`config.mk`:
```
export PLATFORM = sky130hd
export DESIGN_NAME = fetch_stage
export DESIGN_NICKNAME = d
export VERILOG_FILES = /design/src/rtl/fetch_pkg.sv /design/src/rtl/adder.sv /design/src/rtl/fetch_stage.sv
export SDC_FILE = /design/constraint.sdc
export NUM_CORES = 1
export LEC_CHECK = 0
export CORE_ASPECT_RATIO = 1.25
export CORE_MARGIN = 3
export CORE_UTILIZATION = 35
export CTS_BUF_LIST = sky130_fd_sc_hd__clkbuf_16
export DETAILED_ROUTE_END_ITERATION = 16
export PLACE_DENSITY = 0.69
export SETUP_SLACK_MARGIN = 0.5
export SYNTH_ARGS = -nofsm -noshare
export SYNTH_HDL_FRONTEND = slang
export SYNTH_SLANG_ARGS = --single-unit
```
`constraint.sdc`:
```
create_clock -name clk -period 3.1 [get_ports clk]
set_clock_uncertainty 0.2 [all_clocks]
set_input_delay 0.465 -clock clk [delete_from_list [all_inputs] [get_ports clk]]
set_output_delay 0.465 -clock clk [all_outputs]
set_load 0.01 [all_outputs]
```
`src/rtl/fetch_pkg.sv`:
```
// Shared fetch-stage types: FSM state encoding and fault cause codes.
package fetch_pkg;

  typedef enum logic [2:0] {
    IDLE,
    FETCH,
    WAIT,
    VALID,
    FAULT
  } state_t;

  localparam logic [1:0] CAUSE_NONE     = 2'b00;
  localparam logic [1:0] CAUSE_MISALIGN = 2'b01;
  localparam logic [1:0] CAUSE_TIMEOUT  = 2'b10;

endpackage

```
`src/rtl/adder.sv`:
```
// Constant-operand adder: y = a + B when M = 0, y = a - B when M = 1.
// Arithmetic wraps modulo 2^W.
module adder #(
  parameter int unsigned    W = 64,
  parameter logic [W-1:0]   B = '0,
  parameter bit             M = 1'b0
) (
  input  logic [W-1:0] a,
  output logic [W-1:0] y
);

  // Add or subtract the constant operand
  always_comb begin
    y = M ? (a - B) : (a + B);
  end

endmodule

```
`src/rtl/fetch_stage.sv`:
```
// Instruction fetch stage: issues one request per instruction, waits for
// instruction memory with a bounded timeout, presents the captured word
// until downstream accepts it, then follows next_pc. Faults are terminal.
module fetch_stage
  import fetch_pkg::*;
#(
  parameter logic [63:0] RESET_PC = 64'h0,
  parameter int unsigned TIMEOUT  = 255
) (
  input  logic        clk,
  input  logic        rst_n,
  input  logic [63:0] next_pc,
  input  logic        inst_ready,
  input  logic [31:0] imem_rdata,
  input  logic        imem_valid,
  output logic        imem_req,
  output logic [63:0] imem_addr,
  output logic [63:0] out,
  output logic [63:0] PC4,
  output logic [31:0] inst,
  output logic        inst_valid,
  output logic        fault,
  output logic [1:0]  fault_cause,
  output logic [63:0] retired_count
);

  // Counter only needs to reach TIMEOUT-1; the cycle that would hit
  // TIMEOUT is the one that raises the fault.
  localparam int unsigned   CW   = (TIMEOUT < 2) ? 1 : $clog2(TIMEOUT);
  localparam logic [CW-1:0] LAST = CW'(TIMEOUT - 1);

  state_t          state, state_n;
  logic [63:0]     pc;
  logic [CW-1:0]   wait_cnt;
  logic            capture;
  logic            handshake;
  logic            misalign;
  logic            wait_expired;

  assign misalign  = (next_pc[1:0] != 2'b00);
  assign imem_addr = pc;
  assign out       = pc;

  adder #(
    .W (64),
    .B (64'd4),
    .M (1'b0)
  ) u_pc4 (
    .a (pc),
    .y (PC4)
  );

  // State register
  always_ff @(posedge clk or negedge rst_n) begin
    if (!rst_n) state <= IDLE;
    else        state <= state_n;
  end

  // Next-state and per-state output decode
  always_comb begin
    state_n      = state;
    imem_req     = 1'b0;
    inst_valid   = 1'b0;
    fault        = 1'b0;
    capture      = 1'b0;
    handshake    = 1'b0;
    wait_expired = 1'b0;
    case (state)
      IDLE:  state_n = FETCH;
      FETCH: begin
        imem_req = 1'b1;
        state_n  = WAIT;
      end
      WAIT: begin
        if (imem_valid) begin
          capture = 1'b1;
          state_n = VALID;
        end else if (wait_cnt == LAST) begin
          wait_expired = 1'b1;
          state_n      = FAULT;
        end
      end
      VALID: begin
        inst_valid = 1'b1;
        if (inst_ready) begin
          handshake = 1'b1;
          state_n   = misalign ? FAULT : FETCH;
        end
      end
      FAULT:   fault   = 1'b1;
      default: state_n = IDLE;
    endcase
  end

  // PC, instruction capture, wait counter, retire count and fault cause
  always_ff @(posedge clk or negedge rst_n) begin
    if (!rst_n) begin
      pc            <= RESET_PC;
      inst          <= '0;
      wait_cnt      <= '0;
      retired_count <= '0;
      fault_cause   <= CAUSE_NONE;
    end else begin
      if (state == FETCH) begin
        wait_cnt <= '0;
      end else if (state == WAIT && !imem_valid && !wait_expired) begin
        wait_cnt <= wait_cnt + 1'b1;
      end
      if (capture) inst <= imem_rdata;
      if (handshake) begin
        pc            <= next_pc;
        retired_count <= retired_count + 64'd1;
        if (misalign) fault_cause <= CAUSE_MISALIGN;
      end
      if (wait_expired) fault_cause <= CAUSE_TIMEOUT;
    end
  end

endmodule

```
Yosys cells after proc, flatten, opt, wreduce, memory -nomap -nowiden
Cells that the tools add are included.
{"block": "totals", "regBits": 173, "inputBits": 100, "out_inout_bits": 293, "wordCells": 48}
{"block": "classes", "addsub": 3, "eq_ne": 7, "n_mux": 20, "n_bitwise": 1, "reduce_logical": 11}
{"operator": "adder 64 x 1 -> 64 bit, second input constant", "count": 1}
{"operator": "adder 64 x 3 -> 64 bit, second input constant", "count": 1}
{"operator": "two-way mux 8 bit", "count": 2}
{"operator": "case mux 3 bit (5 select lines)", "count": 1}
{"operator": "two-way mux 3 bit", "count": 4}
{"operator": "two-way mux 1 bit", "count": 10}
{"operator": "adder 8 x 1 -> 8 bit, second input constant", "count": 1}
{"operator": "equality test 8 bit, second input constant", "count": 1}
{"operator": "nonzero test 2 bit", "count": 4}
{"operator": "equality test 3 x 2 -> 1 bit, second input constant", "count": 2}
{"operator": "two-way mux 2 bit", "count": 3}
{"operator": "equality test 3 x 1 -> 1 bit, second input constant", "count": 1}
{"operator": "equality test 3 bit, second input constant", "count": 1}
{"operator": "zero test 3 bit", "count": 1}
{"operator": "inequality test 3 bit, second input constant", "count": 1}
{"operator": "AND reduction 3 bit", "count": 1}
{"operator": "logical AND 1 bit", "count": 2}
{"operator": "zero test 1 bit", "count": 2}
{"operator": "inequality test 2 bit, second input constant", "count": 1}
{"operator": "AND reduction 2 bit", "count": 1}
{"operator": "inverter 1 bit", "count": 1}

Longest topological paths before layout
Gate-level depths: netlist of the first run.
{"block": "logic_depth", "ltp_word": 8, "depth_mapped": 9, "depth_no_buf": 6}

Cells and area by module
A second synthesis of the first run with hierarchy kept.
{"block": "unflattened", "hier_cells": 983, "area_unflattened_um2": 9175.0}
{"mod": "fetch_stage", "n_inst": 1, "cells_each": 778, "area_per_inst_um2": 7810.0, "seq_area_each_um2": 4329.2}
{"mod": "adder", "n_inst": 1, "cells_each": 205, "area_per_inst_um2": 1365.1, "seq_area_each_um2": 0.0}

Worst setup path after synthesis of the first run
No wires, ideal clock.
{"block": "synth_timing", "path_type": "register to output", "from": "reg pc[3] (netlist: imem_addr[3])", "to": "out PC4[56]", "t_arrival_ps": 1901, "required_ps": 2435, "setup_slack_ps": 534, "stages_incl_launch_ff": 7, "path_buffers": 0, "path_cell_list": "dfrtp_1 -> ha_1 -> nand4_1 -> nor4_4 -> nand4_1 -> nor4_1 -> xor2_1"}
{"block": "synth_via", "elab_chain_cells": 1}
{"element": "from (decl)", "line": "fetch_stage.sv:33", "rtl": "logic [63:0] pc;"}
{"element": "from (signal assigned)", "line": "fetch_stage.sv:111", "rtl": "pc <= next_pc;"}
{"element": "adder 64 x 3 -> 64 bit", "line": "adder.sv:14", "rtl": "y = M ? (a - B) : (a + B);"}
{"element": "to (decl)", "line": "fetch_stage.sv:19", "rtl": "output logic [63:0] PC4,"}
No other way between the ends.

Worst setup path after layout of the first run
{"block": "layout_timing", "from": "reg pc[2] (netlist: imem_addr[2])", "to": "out PC4[59]"}
Same word-level chain as after synthesis.

==> results of run 1 <==
-- metal layers --
metal,GRT usage,routed length [um],part of all wire,up-vias
met2,0.4120,17000,0.49,384
met3,0.09230,3447,0.10,81
met5,0,27,0.00078,-
met1,0.2788,12840,0.37,4288
met4,0.08715,1086,0.032,4
li1,-,-,-,4041
-- synthesized netlist by cell type (20+ instances only) --
library cell and instances:
buf_4 69, dfrtp_1 173, inv_1 20, mux2_2 32, nand2_1 232, nand3_1 50
nand4_1 40, nor2_1 57, nor3_1 28, nor4_1 21, xnor2_1 63, xor2_1 66
-- state kept, by name, summed over array words and instances (netlist names) --
register,cells
fault_cause,2
imem_addr,64
inst,32
retired_count,64
state,3
wait_cnt,8
-- worst max-delay path: cells and delay by family, from the launching register on --
family,cells,cell delay [ps]
xor gates and xnor gates,1,180
buffers and inverters,5,720
DFF,1,400
and+or+nand+nor,4,780
-- logic make-up after synthesis --
| group | Yosys count |
|---|---|
| fa+ha+maj | 4 |
| mux | 33 |
| simple gates | 489 |
| flops | 173 |
| buf+inv | 111 |
| xor+xnor | 129 |
| compound gates | 17 |
-- power by group --
| group | internal [mW] | total (mW) | switching (mW) |
|---|---|---|---|
| Clock | 1.30 | 2.31 | 1.00 |
| Sequential | 2.94 | 3.45 | 0.511 |
| Combinational | 3.34 | 6.51 | 3.17 |
-- worst paths after layout --
kind                                        start           endpoint  slack, ps  depth (start not counted)
min in group asynchronous                   rst_n  retired_count[56]        400                          2
worst max register to register   retired_count[1]  retired_count[56]        650                          7
worst min-delay path            retired_count[63]  retired_count[63]        280                          1
worst max-delay path                 imem_addr[2]            PC4[59]        -80                         10
max in group asynchronous                   rst_n  retired_count[55]       1570                          3
worst min register to register  retired_count[63]  retired_count[63]        280                          1
-- layout make-up --
type / count / area [um^2]
Antenna cell: 1 / 2.502
Clock buffer: 17 / 425.4
Clock inverter: 15 / 201.4
Fill cell: 2156 / 10500
Inverter: 20 / 75.07
Multi-Input combinational cell: 673 / 4632
Sequential cell: 173 / 4335
Tap cell: 335 / 419.2
Timing Repair Buffer: 522 / 4782
-- placed cells by master, fill, tap and decap left out, types with 5 or more instances in the layout --
master             n
buf_4            105
clkdlybuf4s50_1  330
nor3_4            12
nor2_4             8
buf_6             19
o21ai_0           13
inv_1             19
dfrtp_2            5
xor2_1            65
nand2_1          227
buf_2             52
xnor2_1           59
clkbuf_16         17
nor2_1            44
nand3_1           43
nor2_2             5
nand3_2            6
dfrtp_1          168
buf_12             6
nor4_4            16
nor3_1            15
nand4_1           40
nor4_1             8
mux2_2            32
and3_1            12
and2_1             6
-- per-stage QoR --
step	instances	util	power [mW]	hold WS [ps]	TNS, ps
after floorplan	956	-	6.277	-30.59	0
after global placement	1685	0.5348	10.07	268.1	-115.0
after detailed placement	1685	0.5348	10.15	285.8	-914.9
after CTS	1745	0.5800	12.32	295.2	-228.8
after global routing	1756	0.5861	12.96	313.6	-3808
final	1756	0.5861	12.26	284.1	-431.7
-- what timing repair did --
| action | 4_1_cts | 5_1_grt |
|---|---|---|
| gates resized for setup | 320 | 25 |
| cloned | 1 | 0 |
| setup endpoints to repair | 61 | 65 |
| hold buffers | 1 | 0 |
| setup buffers | 26 | 10 |
| pin swaps | 48 | 31 |
| endpoints found under the hold margin | 58 | 0 |
==> results.md, run 1 <==
- Vias in the first global route: between 9000 and 10000
- Pleak: 7.018 nW
- Layout area overhead: 63.73%
- Clock Sinks: roughly 170
- Synth Area in Adders: 0.005510
- Wire per inst: 19.59 um
- Max Cap Viol: 0
- Synth warn: 0
- Initial antenna violation count: 3
- Slowest cell on crit path: dfrtp_1
- Final setup violation count: 14
- Simple-gate share of the synthesized area: 0.2658
- Overall die height: 186.1 um
- CP Class: reg -> out
- Crit-path max FO: 3
- Area post-placement: 13570 um^2
- Routability congestion estimate from global placement: 0.9035
- Slew Limit Fails: 0
- Final nets: 1511
- Yosys reg bits: about 170
- Crit end category: output pin
- Wirelength, routed: approximately 34 mm
- CP required: 2430 ps
- GRT Residual Overflow: 0
- Biggest area consumer among synthesized cells: dfrtp_1
- Cell Pwr Density: 824.3 nW/um^2
- Port buffer count: 392
- Post-Synthesis Net Count: 1060
- Clock transition at the registers of the reported paths: approximately 70 ps
- Top FF cell, synth: dfrtp_1
- Initial DRC Count: 423
- Synth Area in Compound Gates: 0.01102
- Worst Setup Start Kind: flip-flop
- Fraction of synthesis flops using an asynchronous set or reset pin: 1.000
- CTS Root Buffer Type: clkbuf_16
- Largest family of logic cells by synthesized area: simple AND/OR/NAND/NOR gates
- Mux cell area share after synthesis: 0.04077
- Worst Max-Slew Pin Slew: roughly 720 ps
- Slew Limit Headroom: 0.5207
- Top Ports: 393
- Largest net degree at the start of global routing: 73
- Hold Fails Final Rpt: 0
- Unrepaired setup endpoints after global routing: yes
- Worst slack, placed: -165.1 ps
- CTS tree: built
- Clk Latency, worst-skew pair: 430 ps
- Dpl hpwl: 25.59 mm
- Crit path largest cell delay: roughly 400 ps
- Fmax: 314.9 MHz
- First-pass GRT wire length: approximately 52 mm
- Number of synthesized flops with an enable pin: 0
- Ranking of synthesized cells by area: dfrtp_1 (48%), nand2_1 (9.6%), xor2_1 (6.4%), xnor2_1 (6.1%), buf_4 (5.7%)
- Failing checks: setup timing
- Syn_area_per_cell: 9.502 um^2
- Peak VDD IR: 409.6 uV
- Share of cells above drive strength 1: 0.2387
- DRC errors left: 0
- Starting Density: 0.3580
- Status: finished with violations
- Post-synth top area share: 0.4766
- Htree depth: 4
- Die W: between 150 and 200 um
- Setup ws final: -75.32 ps
- Crit-path cells: buf_4, nand4_1, nor3_4, buf_4, buf_6, nand4_4, buf_6, nor4_4, xor2_1, buf_2
- Worst-case clock buffer depth: 2
- Register area share after synthesis: 0.4766
- Post-route ant nets: 0
- CORE AREA: 25370 um^2
- Final instance area: 14870 um^2
- Total track usage: 0.2420
- Cell variety after synth: 47
- Post-layout min period: between 3000 and 4000 ps
- Detailed Routing Iterations Pass 1: 4
- Detailed-route via count: a little under 9000
- Mapped cell area: 9084 um^2
- Mapped Cells: about 960
- Fin crit share: 1.024
- CP arrival: 2510 ps
- Die Area: 27930 um^2
- Via density: 5.010
- Synth Area in XOR/XNOR: 0.1244
- CTS buffer count: 17
- Standard-cell rows: 65
- Min-Delay Path Class: reg -> reg
Note: power is estimated with default switching activity, not from simulation.
==> run 2, diff against run 1 <==
Settings changed: HOLD_SLACK_MARGIN from default to 0.15.
==> results of run 2 <==
Final layout, timing and power as in run 1 (identical DEF).
